**config.mk**
```make
export PLATFORM = sky130hd
export DESIGN_NAME = button_pulse_array
export DESIGN_NICKNAME = d
export VERILOG_FILES = /design/src/rtl/button_pulse_array.sv
export SDC_FILE = /design/constraint.sdc
export NUM_CORES = 1
export LEC_CHECK = 0
export BUFFER_PORTS_ARGS = -buffer_cell sky130_fd_sc_hd__buf_2
export CAP_MARGIN = 25
export CORE_ASPECT_RATIO = 1.25
export CORE_UTILIZATION = 45
export DETAILED_ROUTE_END_ITERATION = 10
export SLEW_MARGIN = 10
export SYNTH_ARGS = -nofsm -noshare
export SYNTH_HDL_FRONTEND = slang
export SYNTH_SLANG_ARGS = --single-unit
```
**constraint.sdc**
```tcl
create_clock -name clk -period 2 [get_ports clk]
set_clock_uncertainty 0.05 [all_clocks]
set_input_delay 0.2 -clock clk [delete_from_list [all_inputs] [get_ports clk]]
set_output_delay 0.2 -clock clk [all_outputs]
set_load 0.02 [all_outputs]
```
**src/rtl/button_pulse_array.sv**
```systemverilog
// N-channel push-button shaper: 2-flop sync, debounce, one-cycle press pulse plus debounced level.
// Optional feature macro BTN_REPEAT_EN adds hold-to-auto-repeat pulses on a held button.
module button_pulse_array #(
    parameter int N_BTN     = 4,
    parameter int DB_CYCLES = 16,
    parameter int CNT_W     = 5,
    parameter int HOLD_CYC  = 1000,
    parameter int RPT_CYC   = 250,
    parameter int RPT_W     = 10
) (
    input  logic             clk,
    input  logic             rst,
    input  logic [N_BTN-1:0] b_in,
    output logic [N_BTN-1:0] b_pulse,
    output logic [N_BTN-1:0] b_level,
    output logic             b_any
);

    typedef enum logic [1:0] {S_IDLE, S_PULSE, S_HELD} state_t;

    localparam logic [CNT_W-1:0] DB_LAST = CNT_W'(DB_CYCLES - 1);

    localparam bit CFG_OK = (N_BTN >= 1) && (DB_CYCLES >= 1) &&
                            (DB_CYCLES <= (2 ** CNT_W) - 1) &&
                            (HOLD_CYC >= 1) && (RPT_CYC >= 2) &&
                            (HOLD_CYC <= (2 ** RPT_W)) && (RPT_CYC <= (2 ** RPT_W));

    if (!CFG_OK) begin : g_bad_cfg
        $error("button_pulse_array: illegal parameter combination");
    end

    logic [N_BTN-1:0] r_meta;
    logic [N_BTN-1:0] r_sync;

    // NOTE: the synchroniser resets to "released" (1), not 0, so a button held
    // through reset is seen as a fresh press once reset lifts.
    always_ff @(posedge clk or negedge rst) begin
        if (!rst) begin
            r_meta <= '1;
            r_sync <= '1;
        end else begin
            r_meta <= b_in;
            r_sync <= r_meta;
        end
    end

    for (genvar g = 0; g < N_BTN; g++) begin : g_ch
        logic [CNT_W-1:0] r_cnt;
        logic             r_level;
        logic             r_pulse;
        state_t           r_state;
        state_t           w_state_nxt;
        logic             w_pulse_nxt;
        logic             w_differ;
        logic             w_accept;
        logic             w_acc_press;
        logic             w_acc_release;

        // Sync is active-low and r_level active-high, so equal values mean disagreement.
        assign w_differ      = (r_sync[g] == r_level);
        assign w_accept      = w_differ && (r_cnt == DB_LAST);
        assign w_acc_press   = w_accept && !r_level;
        assign w_acc_release = w_accept &&  r_level;

        always_ff @(posedge clk or negedge rst) begin
            if (!rst) begin
                r_cnt   <= '0;
                r_level <= 1'b0;
            end else begin
                if (!w_differ || w_accept) begin
                    r_cnt <= '0;
                end else begin
                    r_cnt <= r_cnt + CNT_W'(1);
                end
                if (w_accept) begin
                    r_level <= ~r_level;
                end
            end
        end

`ifdef BTN_REPEAT_EN
        localparam logic [RPT_W-1:0] HOLD_LAST = RPT_W'(HOLD_CYC - 1);
        localparam logic [RPT_W-1:0] RPT_LAST  = RPT_W'(RPT_CYC - 1);

        logic [RPT_W-1:0] r_rpt_cnt;
        logic             r_rpt_phase;
        logic             w_fire;

        // r_rpt_cnt equals cycles since the first pulse (hold phase) or since the last repeat.
        assign w_fire = (r_state != S_IDLE) && !w_acc_release &&
                        (r_rpt_phase ? (r_rpt_cnt == RPT_LAST) : (r_rpt_cnt == HOLD_LAST));

        always_ff @(posedge clk or negedge rst) begin
            if (!rst) begin
                r_rpt_cnt   <= '0;
                r_rpt_phase <= 1'b0;
            end else if (r_state == S_IDLE || w_acc_release) begin
                r_rpt_cnt   <= '0;
                r_rpt_phase <= 1'b0;
            end else if (w_fire) begin
                r_rpt_cnt   <= '0;
                r_rpt_phase <= 1'b1;
            end else begin
                r_rpt_cnt   <= r_rpt_cnt + RPT_W'(1);
            end
        end
`endif

        // NOTE: every always_comb output gets a default first, so no path can infer a latch.
        always_comb begin
            w_state_nxt = r_state;
            w_pulse_nxt = 1'b0;
            case (r_state)
                S_IDLE: begin
                    if (w_acc_press) begin
                        w_state_nxt = S_PULSE;
                        w_pulse_nxt = 1'b1;
                    end
                end
                S_PULSE: w_state_nxt = w_acc_release ? S_IDLE : S_HELD;
                S_HELD: begin
                    if (w_acc_release) begin
                        w_state_nxt = S_IDLE;
                    end
                end
                default: w_state_nxt = S_IDLE;
            endcase
`ifdef BTN_REPEAT_EN
            if (w_fire) begin
                w_pulse_nxt = 1'b1;
            end
`endif
        end

        always_ff @(posedge clk or negedge rst) begin
            if (!rst) begin
                r_state <= S_IDLE;
                r_pulse <= 1'b0;
            end else begin
                r_state <= w_state_nxt;
                r_pulse <= w_pulse_nxt;
            end
        end

        assign b_pulse[g] = r_pulse;
        assign b_level[g] = r_level;
    end

    assign b_any = |b_pulse;

endmodule
```
Word level (Yosys, flattened, before mapping)
Cells that the tools add are included.
{"block": "totals", "reg_bits": 44, "input_bits": 6, "out_inout_bits": 9, "elab_cells": 111}
{"block": "op_classes", "addsub": 4, "eq_ne": 24, "mux": 28, "bitwise": 4, "reduce_logical": 33}
{"op": "2-bit 2-to-1 mux", "count": 12}
{"op": "2-bit one-hot mux with 3 select lines", "count": 4}
{"op": "5-bit by 1-bit adder with 5-bit output (second input constant)", "count": 4}
{"op": "5-bit by 4-bit == test with 1-bit output (second input constant)", "count": 4}
{"op": "5-bit 2-to-1 mux", "count": 4}
{"op": "2-bit inequality test (second input constant)", "count": 8}
{"op": "1-bit logical AND", "count": 12}
{"op": "2-bit by 1-bit == test with 1-bit output (second input constant)", "count": 4}
{"op": "2-bit == test (second input constant)", "count": 4}
{"op": "1-bit zero test", "count": 8}
{"op": "2-bit zero test", "count": 4}
{"op": "1-bit 2-to-1 mux", "count": 8}
{"op": "2-bit AND reduction", "count": 4}
{"op": "1-bit == test", "count": 4}
{"op": "1-bit logical OR", "count": 4}
{"op": "1-bit NOT", "count": 4}
{"op": "4-bit OR reduction", "count": 1}

Longest topological paths before layout
Gate-level depths: netlist of the first run.
{"block": "depth", "word_depth": 5, "mapped_depth": 5, "depth_no_buf": 5}

Worst setup path before layout of the first run
No wires, ideal clock.
{"block": "synth_path", "path_type": "flip-flop to flip-flop", "startpoint": "register g_ch[1].r_cnt[0]", "endpoint": "register g_ch[1].r_cnt[2]", "setup_time_ps": 69, "arrival_ps": 1288, "path_slack_ps": 593, "stages_incl_launch_ff": 6, "n_path_buf": 0, "synth_period_minus_slack_ps": 1407, "path_cell_list": "dfrtp_1 -> ha_1 -> and3_1 -> ha_1 -> a21o_1 -> nor2_2"}
{"block": "synth_between", "elab_chain_len": 4, "elab_cells_between_ends": 5}
{"element": "from (decl)", "line_no": "48", "rtl": "logic [CNT_W-1:0] r_cnt;"}
{"element": "from (signal assigned)", "line_no": "73", "rtl": "r_cnt <= r_cnt + CNT_W'(1);"}
{"element": "parallel branches: the longest is 3 deep, another holds 5-bit by 1-bit adder with 5-bit output"}
{"element": "5-bit 2-to-1 mux (*)", "line_no": "70", "rtl": "if (!w_differ || w_accept) begin"}
Mark *: on every way between the ends.
A chain may end at the register's enable or synchronous reset.

Final worst setup path of the first run
{"block": "layout_path", "startpoint": "register g_ch[1].r_pulse", "endpoint": "output port b_any"}
{"block": "layout_between", "elab_chain_len": 1}
{"element": "from (decl)", "line_no": "50", "rtl": "logic r_pulse;"}
{"element": "from (signal assigned)", "line_no": "141", "rtl": "r_pulse <= w_pulse_nxt;"}
{"element": "4-bit OR reduction", "line_no": "149", "rtl": "assign b_any = |b_pulse;"}
{"element": "to (decl)", "line_no": "16", "rtl": "output logic b_any"}
Every way passes these cells.

==> out/results.tsv, run 1 <==
metric	value	unit
largest net degree at the start of global routing	45	
initial DRC count	36	
M1 GR Usage	0.148	
CP Max Fanout	2	
Tightest Pin Transition	0.534	ns
fraction of registers with async set/reset	1.00	
WP depth	2	
I/O Buffers	14	
DRC viols	3	
TritonCTS Buffers	5	
synthesized area	1730	µm²
Worst Setup Start Kind	flip-flop	
Hold Buf Count CTS	5	
Top FF cell, synth	dfrtp_1	
Leak	0.957	nW
Ant. Diodes	0	
first-pass GRT wire length	4000	µm
vias in the first global route	987	
post-synth cell types	22	
Final min period	1.58	ns
critical path's top delay family	simple AND/OR/NAND/NOR gates	
Syn. warnings	0	
flop2flop setup slack	0.46	ns
First-pass DRT Iterations	6	
sequential area share after synthesis	0.641	
area of the multi-input gates	533	µm²
initial antenna violation count	0	
TNS Setup	0	ns
CP peak stage delay	0.50	ns
Layout area overhead	12.1	%
drt total wl	2250	µm
CTS sink cnt	44	
hold depth	0	
part of the cycle the worst path needs	0.791	
setup slack at placement	0.476	ns
Power, Total	1.59	mW
Placed Instance Area	1800	µm²
Final Cell Area	1940	µm²
FF-to-FF path depth	5	
met2 GRT Util	0.218	
drt wl/cell	11.2	µm
syn nets	156	
core area	3570	µm²
Worst slew margin	0.644	
Sequential Area	1110	µm²
HPWL after DPL	1520	µm
hold path start	r_meta[1]	
# rows	24	
#FFs+latches synth	44	
fin nets	175	
post-synthesis instance total	142	
Post-synth EDFFs	0	
DR vias/cell	4.86	
Slew Limit Fails	0	
Post-CTS Repair Setup Buffers	0	
Hold EP	r_sync[1]	
setup ws final	0.418	ns
post-CTS resize count	0	
origin of the critical flop-to-flop path	g_ch[1].r_cnt[0]	
grt met3 use	0.0523	
Reg-to-Reg End	g_ch[1].r_cnt[2]	
Max-Cap Viols	0	
Max Fclk	632	MHz
cell chain of the critical path	or4_1 > buf_2	
CTS tree	yes	
Routed Antenna Nets	0	
H-tree levels	2	
Most Used Layer, Global Route	met2	
DIE WIDTH	57.5	µm
Die Span Y	71.4	µm
filler-free cell count of the finished design	201	
placed cells	188	
Peak VDD IR	443	µV
outcome	finished with violations	
clock slew at reported path FFs	0.08	ns
most common cell after layout, fill and taps aside	dfrtp_1	
critical path required time	1.75	ns
GRT Util Overall	0.130	
clk root buf	clkbuf_8	
pwr dens	817	nW/µm²
grt total ovfl	0	
Hold WC Path Type	reg -> reg	
routed vias	977	
critical path class	reg -> out	
layout filler cell count	306	
Top Ports	15	
final setup fails	0	
crit path capture type	primary output	
failing checks	design-rule violations	
Fin. Hold Viols	0	
CP max-delay cell	or4_1	
initial core utilization	0.485	
Die Area	4110	µm²
share of layout cells above drive strength 1	0.198	
clk_lat worst skew	0.29	ns
Placer Congestion	0.665	
crit path DAT	1.33	ns
RSZ-0062 raised after global routing	false	
most frequent cells in the layout	dfrtp_1, nor2_1, buf_2, xnor2_1	
buffer and inverter count on the worst path	1	
syn avg cell area	12.2	µm²
clk buf depth	2	
[cells by family (layout without fill, tap and decap cells)]
logic type,Yosys count,after routing,synth area share
compound gates,9,9,0.0303
xor+xnor,15,15,0.0758
fa+ha+maj,8,8,0.0577
buf+inv,16,36,0.0520
flops,44,44,0.641
simple gates,50,50,0.144
[Yosys cell counts, drive strengths merged, types with 4 or more instances]
| master | number | area (µm²) |
|---|---|---|
| a21oi | 4 | 20.0 |
| a31oi | 4 | 25.0 |
| and2 | 4 | 25.0 |
| and3 | 4 | 25.0 |
| buf | 8 | 60.1 |
| dfrtp | 36 | 901 |
| dfstp | 8 | 210 |
| ha | 8 | 100 |
| inv | 8 | 30.0 |
| nand3 | 4 | 20.0 |
| nor2 | 25 | 98.8 |
| xnor2 | 11 | 96.3 |
| xor2 | 4 | 35.0 |
[layout make-up]
type / count / area share
sequential: 44 / 0.571
multi-input combinational: 82 / 0.274
timing repair buffer: 20 / 0.0656
clock buffer: 7 / 0.0444
tap: 39 / 0.0251
inverter: 8 / 0.0154
clock inverter: 1 / 0.00386
[metal layers]
metal | share of wire | wire length [µm] | vias to the layer above
met4 | 0.013 | 29 | 0
met3 | 0.052 | 116 | 4
li1 | - | - | 490
met1 | 0.48 | 1080 | 464
met2 | 0.46 | 1020 | 19
met5 | 0 | 0 | -
[how the worst max path moves through the flow]
| stage | from | end | slack, ns |
|---|---|---|---|
| 2_1_floorplan | g_ch[1].r_cnt[0] | g_ch[1].r_cnt[2] | 0.59 |
| 3_3_place_gp | g_ch[1].r_cnt[0] | g_ch[1].r_cnt[3] | 0.51 |
| 3_5_place_dp | g_ch[1].r_cnt[0] | g_ch[1].r_cnt[4] | 0.48 |
| 4_1_cts | g_ch[1].r_pulse | b_any | 0.40 |
| 5_1_grt | g_ch[2].r_cnt[0] | g_ch[2].r_cnt[3] | 0.33 |
| 6_report | g_ch[1].r_pulse | b_any | 0.42 |
[state kept, by name (all words and copies together), names as in the netlist]
signal / flops
g_ch.r_cnt: 20
g_ch.r_level: 4
g_ch.r_pulse: 4
g_ch.r_state: 8
r_meta: 4
r_sync: 4
[through the flow]
step / utilization / hold WS [ns]
after global routing: 0.544 / 0.311
final: 0.544 / 0.307
after CTS: 0.544 / 0.309
after floorplan: - / -0.146
after global placement: 0.504 / 0.243
after detailed placement: 0.504 / 0.254
[where the power goes]
group,switching [mW],total (mW),internal (mW)
Sequential,0.0199,0.944,0.924
Combinational,0.0441,0.0785,0.0343
Clock,0.285,0.566,0.281
(Power assumes the default switching activity.)
==> inputs of run 2 (changes only) <==
--- a/config.mk
+++ b/config.mk
@@ -10,6 +10,7 @@
 export CORE_ASPECT_RATIO = 1.25
 export CORE_UTILIZATION = 45
 export DETAILED_ROUTE_END_ITERATION = 10
+export PLACE_DENSITY = 0.65
 export SLEW_MARGIN = 10
 export SYNTH_ARGS = -nofsm -noshare
 export SYNTH_HDL_FRONTEND = slang
==> constraint.sdc (replaced) <==
create_clock -name clk -period 1.3 [get_ports clk]
set_clock_uncertainty 0.05 [all_clocks]
set_input_delay 0.13 -clock clk [delete_from_list [all_inputs] [get_ports clk]]
set_output_delay 0.13 -clock clk [all_outputs]
set_load 0.02 [all_outputs]
==> out/results.tsv, run 2 (synthesis gave the netlist of run 1 again) <==
metric	value	unit	change
setup slack at placement	-0.0777	ns	was 0.476 ns
origin of the critical flop-to-flop path	g_ch[1].r_cnt[1]		was g_ch[1].r_cnt[0]
vias in the first global route	1100		was 987
flop2flop setup slack	-0.09	ns	was 0.46 ns
Worst slew margin	0.736		was 0.644
Top Ports	15		unchanged
Reg-to-Reg End	g_ch[1].r_cnt[0]		was g_ch[1].r_cnt[2]
Fin. Hold Viols	0		unchanged
layout filler cell count	278		was 306
part of the cycle the worst path needs	1.16		
DIE WIDTH	57.5	µm	unchanged
Power, Total	2.47	mW	was 1.59 mW
crit path capture type	primary output		unchanged
failing checks	design-rule violations, negative setup slack		was design-rule violations
core area	3570	µm²	unchanged
largest net degree at the start of global routing	29		was 45
critical path required time	1.12	ns	was 1.75 ns
Placer Congestion	0.754		was 0.665
Slew Limit Fails	0		unchanged
Final Cell Area	2280	µm²	was 1940 µm²
outcome	finished with violations		unchanged
initial core utilization	0.485		unchanged
Hold WC Path Type	in -> async		was reg -> reg
Ant. Diodes	0		unchanged
largest register by flop count	g_ch.r_cnt		unchanged
final setup fails	21		was 0
Regs by FF count	g_ch.r_cnt: 20 flops, g_ch.r_state: 8 flops		unchanged
initial antenna violation count	0		unchanged
DR vias/cell	5.01		was 4.86
Setup crit start	g_ch[1].r_pulse		unchanged
clk root buf	clkbuf_8		unchanged
GRT Util Overall	0.157		was 0.130
Worst Setup Start Kind	flip-flop		unchanged
setup ws final	-0.208	ns	was 0.418 ns
Die Area	4110	µm²	unchanged
crit path DAT	1.33	ns	about the same
drt wl/cell	13.5	µm	was 11.2 µm
Leak	1.04	nW	was 0.957 nW
First-pass DRT Iterations	7		was 6
TritonCTS Buffers	5		unchanged
final core utilization	0.638		was 0.544
CP Max Fanout	2		unchanged
Routed Antenna Nets	0		unchanged
H-tree levels	2		unchanged
HPWL after DPL	1830	µm	was 1520 µm
first-pass GRT wire length	4770	µm	was 4000 µm
RSZ-0062 raised after global routing	true		was false
CTS tree	yes		unchanged
Peak VDD IR	702	µV	was 443 µV
routed vias	1088		was 977
drt total wl	2930	µm	was 2250 µm
pwr dens	1090	nW/µm²	was 817 nW/µm²
DRC viols	1		was 3
Final min period	1.51	ns	
max reg flops	20		unchanged
Tightest Pin Transition	0.397	ns	was 0.534 ns
share of layout cells above drive strength 1	0.472		was 0.198
critical path class	reg -> out		unchanged
most common cell after layout, fill and taps aside	dfrtp_1		unchanged
initial DRC count	19		was 36
TNS Setup	-0.812	ns	was 0 ns
CTS sink cnt	44		unchanged
I/O Buffers	14		unchanged
Max-Cap Viols	0		unchanged
Placed Instance Area	1930	µm²	was 1800 µm²
Layout area overhead	31.4	%	was 12.1%
Die Span Y	71.4	µm	unchanged
# rows	24		unchanged
fin nets	191		was 175
FF-to-FF path depth	5		unchanged
grt total ovfl	0		unchanged
most frequent cells in the layout	dfrtp_1, buf_4, buf_2, xnor2_1		was dfrtp_1, nor2_1, buf_2, xnor2_1
clk_lat worst skew	0.29	ns	about the same
Max Fclk	663	MHz	
clk buf depth	2		unchanged
clock slew at reported path FFs	0.08	ns	about the same
## run 2: per-layer routing
layer | GRT usage | up-vias | share of wire
met2 | 0.275 | 18 | 0.55
li1 | - | 526 | -
met3 | 0.0379 | 4 | 0.039
met5 | 0 | - | 0
met4 | 0.0894 | 0 | 0.012
met1 | 0.172 | 540 | 0.40
## run 2: metrics by stage
stage | instances | hold slack [ns]
2_1_floorplan | 142 | -0.216
3_3_place_gp | 196 | 0.0148
3_5_place_dp | 196 | 0.0250
4_1_cts | 212 | 0.246
5_1_grt | 217 | 0.276
6_report | 217 | 0.245
## run 2: power breakdown
part | switching, mW | internal (mW)
clock | 0.425 | 0.374
combinational | 0.106 | 0.111
sequential | 0.0355 | 1.42
total | 0.567 | 1.91
## run 2: what timing repair did
item	in CTS	in global routing
setup endpoints to repair	26	28
cloned	0	0
hold endpoints to repair	18	0
buffers inserted	3	5
hold buffers	5	0
resized for setup	12	21
pin swaps	11	4
## run 2: how the worst max path moves through the flow
stage / to / slack (ns) / cells past startpoint
after detailed placement: g_ch[1].r_cnt[0] / -0.08 / 5
after global placement: g_ch[1].r_cnt[4] / -0.03 / 5
after global routing: b_any / -0.25 / 2
final: b_any / -0.21 / 2
after CTS: b_any / -0.22 / 2
after floorplan: g_ch[1].r_cnt[0] / -0.01 / 5
## run 2: cell type report
| type | instances | area (µm²) | area share |
|---|---|---|---|
| Timing Repair Buffer | 36 | 260 | 0.114 |
| Sequential cell | 44 | 1110 | 0.488 |
| Tap cell | 39 | 48.8 | 0.0214 |
| Clock inverter | 3 | 18.8 | 0.00824 |
| Inverter | 8 | 30.0 | 0.0132 |
| Clock buffer | 5 | 68.8 | 0.0302 |
| Multi-Input combinational cell | 82 | 741 | 0.325 |
## run 2: worst max-delay path: stages, from the launching register on
cell	delay [ns]
dfrtp_1	0.37
or4_1	0.50
buf_2	0.17
==> inputs of run 3 (changes only) <==
--- a/config.mk
+++ b/config.mk
@@ -11,6 +11,7 @@
 export CORE_UTILIZATION = 45
 export DETAILED_ROUTE_END_ITERATION = 10
 export PLACE_DENSITY = 0.65
+export RECOVER_POWER = 50
 export SLEW_MARGIN = 10
 export SYNTH_ARGS = -nofsm -noshare
 export SYNTH_HDL_FRONTEND = slang
==> out/results.tsv, run 3 (synthesis gave the netlist of run 1 again) <==
metric	value	unit	change
CTS tree	yes		unchanged
RSZ-0062 raised after global routing	true		unchanged
Hold WC Path Type	in -> async		unchanged
fin nets	191		unchanged
initial DRC count	20		was 19
setup slack at placement	-0.0777	ns	unchanged
drt wl/cell	13.5	µm	about the same
Top Ports	15		unchanged
Regs by FF count	g_ch.r_cnt: 20 flops, g_ch.r_state: 8 flops		unchanged
first-pass GRT wire length	4770	µm	unchanged
Tightest Pin Transition	0.402	ns	was 0.397 ns
part of the cycle the worst path needs	1.16		about the same
HPWL after DPL	1830	µm	unchanged
vias in the first global route	1100		unchanged
drt total wl	2930	µm	about the same
origin of the critical flop-to-flop path	g_ch[1].r_cnt[1]		unchanged
filler-free cell count of the finished design	217		unchanged
outcome	finished with violations		unchanged
final setup fails	21		unchanged
Final Cell Area	2270	µm²	was 2280 µm²
FF-to-FF path depth	5		unchanged
Routed Antenna Nets	0		unchanged
H-tree levels	2		unchanged
DIE WIDTH	57.5	µm	unchanged
setup ws final	-0.209	ns	was -0.208 ns
# rows	24		unchanged
largest register by flop count	g_ch.r_cnt		unchanged
critical path's top delay family	simple AND/OR/NAND/NOR gates		unchanged
cell chain of the critical path	or4_1 > buf_2		unchanged
TNS Setup	-0.812	ns	about the same
share of layout cells above drive strength 1	0.472		unchanged
DRC viols	1		unchanged
Slew Limit Fails	0		unchanged
Layout area overhead	30.7	%	was 31.4%
CP peak stage delay	0.50	ns	about the same
DR vias/cell	5.01		unchanged
largest net degree at the start of global routing	29		unchanged
initial antenna violation count	0		unchanged
Max-Cap Viols	0		unchanged
Die Area	4110	µm²	unchanged
I/O Buffers	14		unchanged
Die Span Y	71.4	µm	unchanged
failing checks	design-rule violations, negative setup slack		unchanged
CTS sink cnt	44		unchanged
Ant. Diodes	0		unchanged
initial core utilization	0.485		unchanged
GRT Util Overall	0.157		unchanged
clock slew at reported path FFs	0.08	ns	about the same
critical path class	reg -> out		unchanged
most frequent cells in the layout	dfrtp_1, buf_4, buf_2, xnor2_1		unchanged
critical path required time	1.12	ns	about the same
Placed Instance Area	1930	µm²	unchanged
CP max-delay cell	or4_1		unchanged
most common cell after layout, fill and taps aside	dfrtp_1		unchanged
flop2flop setup slack	-0.09	ns	about the same
Power, Total	2.47	mW	about the same
clk_lat worst skew	0.29	ns	about the same
pwr dens	1090	nW/µm²	about the same
Worst Setup Start Kind	flip-flop		unchanged
Leak	1.04	nW	about the same
core area	3570	µm²	unchanged
routed vias	1088		unchanged
First-pass DRT Iterations	7		unchanged
Reg-to-Reg End	g_ch[1].r_cnt[0]		unchanged
Max Fclk	663	MHz	about the same
Peak VDD IR	702	µV	about the same
CP Max Fanout	2		unchanged
clk buf depth	2		unchanged
placed cells	196		unchanged
final core utilization	0.634		was 0.638
grt total ovfl	0		unchanged
buffer and inverter count on the worst path	1		unchanged
crit path capture type	primary output		unchanged
TritonCTS Buffers	5		unchanged
crit path DAT	1.33	ns	about the same
Fin. Hold Viols	0		unchanged
Hold Slack	0.246	ns	was 0.245 ns
Placer Congestion	0.754		unchanged
max reg flops	20		unchanged
clk root buf	clkbuf_8		unchanged
Final min period	1.51	ns	about the same
Worst slew margin	0.732		was 0.736
-- run 3: cell types whose count changed in the layout (fill, tap and decap cells not counted), sizes merged --
| cell | delta |
|---|---|
| buf | -2 |
| clkbuf | +2 |
-- run 3: power by group --
part           internal, mW  switching [mW]  leakage, nW
Sequential             1.42          0.0355        0.577
Clock                 0.374           0.425       0.0479
Combinational         0.107           0.105        0.414
Total                  1.90           0.566         1.04
-- run 3: cell type report --
cell class	count	area, µm²
well taps	39	48.8
fillers	278	1310
multi-input cells	82	741
clock buffers	5	68.8
inverters	8	30.0
repair buffers	36	248
flip-flops and latches	44	1110
clock inverters	3	18.8
-- run 3: worst reg2reg max path, delay by kind of cell (launching register included) --
kind / cells / cell delay [ns]
AOI/OAI and AO/OA: 1 / 0.23
adders and majority gates: 2 / 0.37
and+or+nand+nor: 2 / 0.28
DFF: 1 / 0.40
-- run 3: worst max path at each step --
stage / start / to / slack, ns / depth (start not counted)
2_1_floorplan: g_ch[1].r_cnt[0] / g_ch[1].r_cnt[0] / -0.01 / 5
3_3_place_gp: g_ch[1].r_cnt[1] / g_ch[1].r_cnt[4] / -0.03 / 5
3_5_place_dp: g_ch[1].r_cnt[1] / g_ch[1].r_cnt[0] / -0.08 / 5
4_1_cts: g_ch[1].r_pulse / b_any / -0.22 / 2
5_1_grt: g_ch[1].r_pulse / b_any / -0.25 / 2
6_report: g_ch[1].r_pulse / b_any / -0.21 / 2
-- run 3: metal layers --
metal  track usage  vias up  wire length [µm]
met5             0        -                 0
met4        0.0894        0                36
met3        0.0379        4               114
met2         0.275       18              1620
met1         0.172      540              1160
li1              -      526                 -
-- run 3: repair_timing --
action / 4_1_cts / 5_1_grt
setup buffers: 3 / 5
pin swaps: 11 / 4
hold buffers: 5 / 0
gates resized for setup: 12 / 21
endpoints found under the setup margin: 26 / 28
endpoints found under the hold margin: 18 / 0
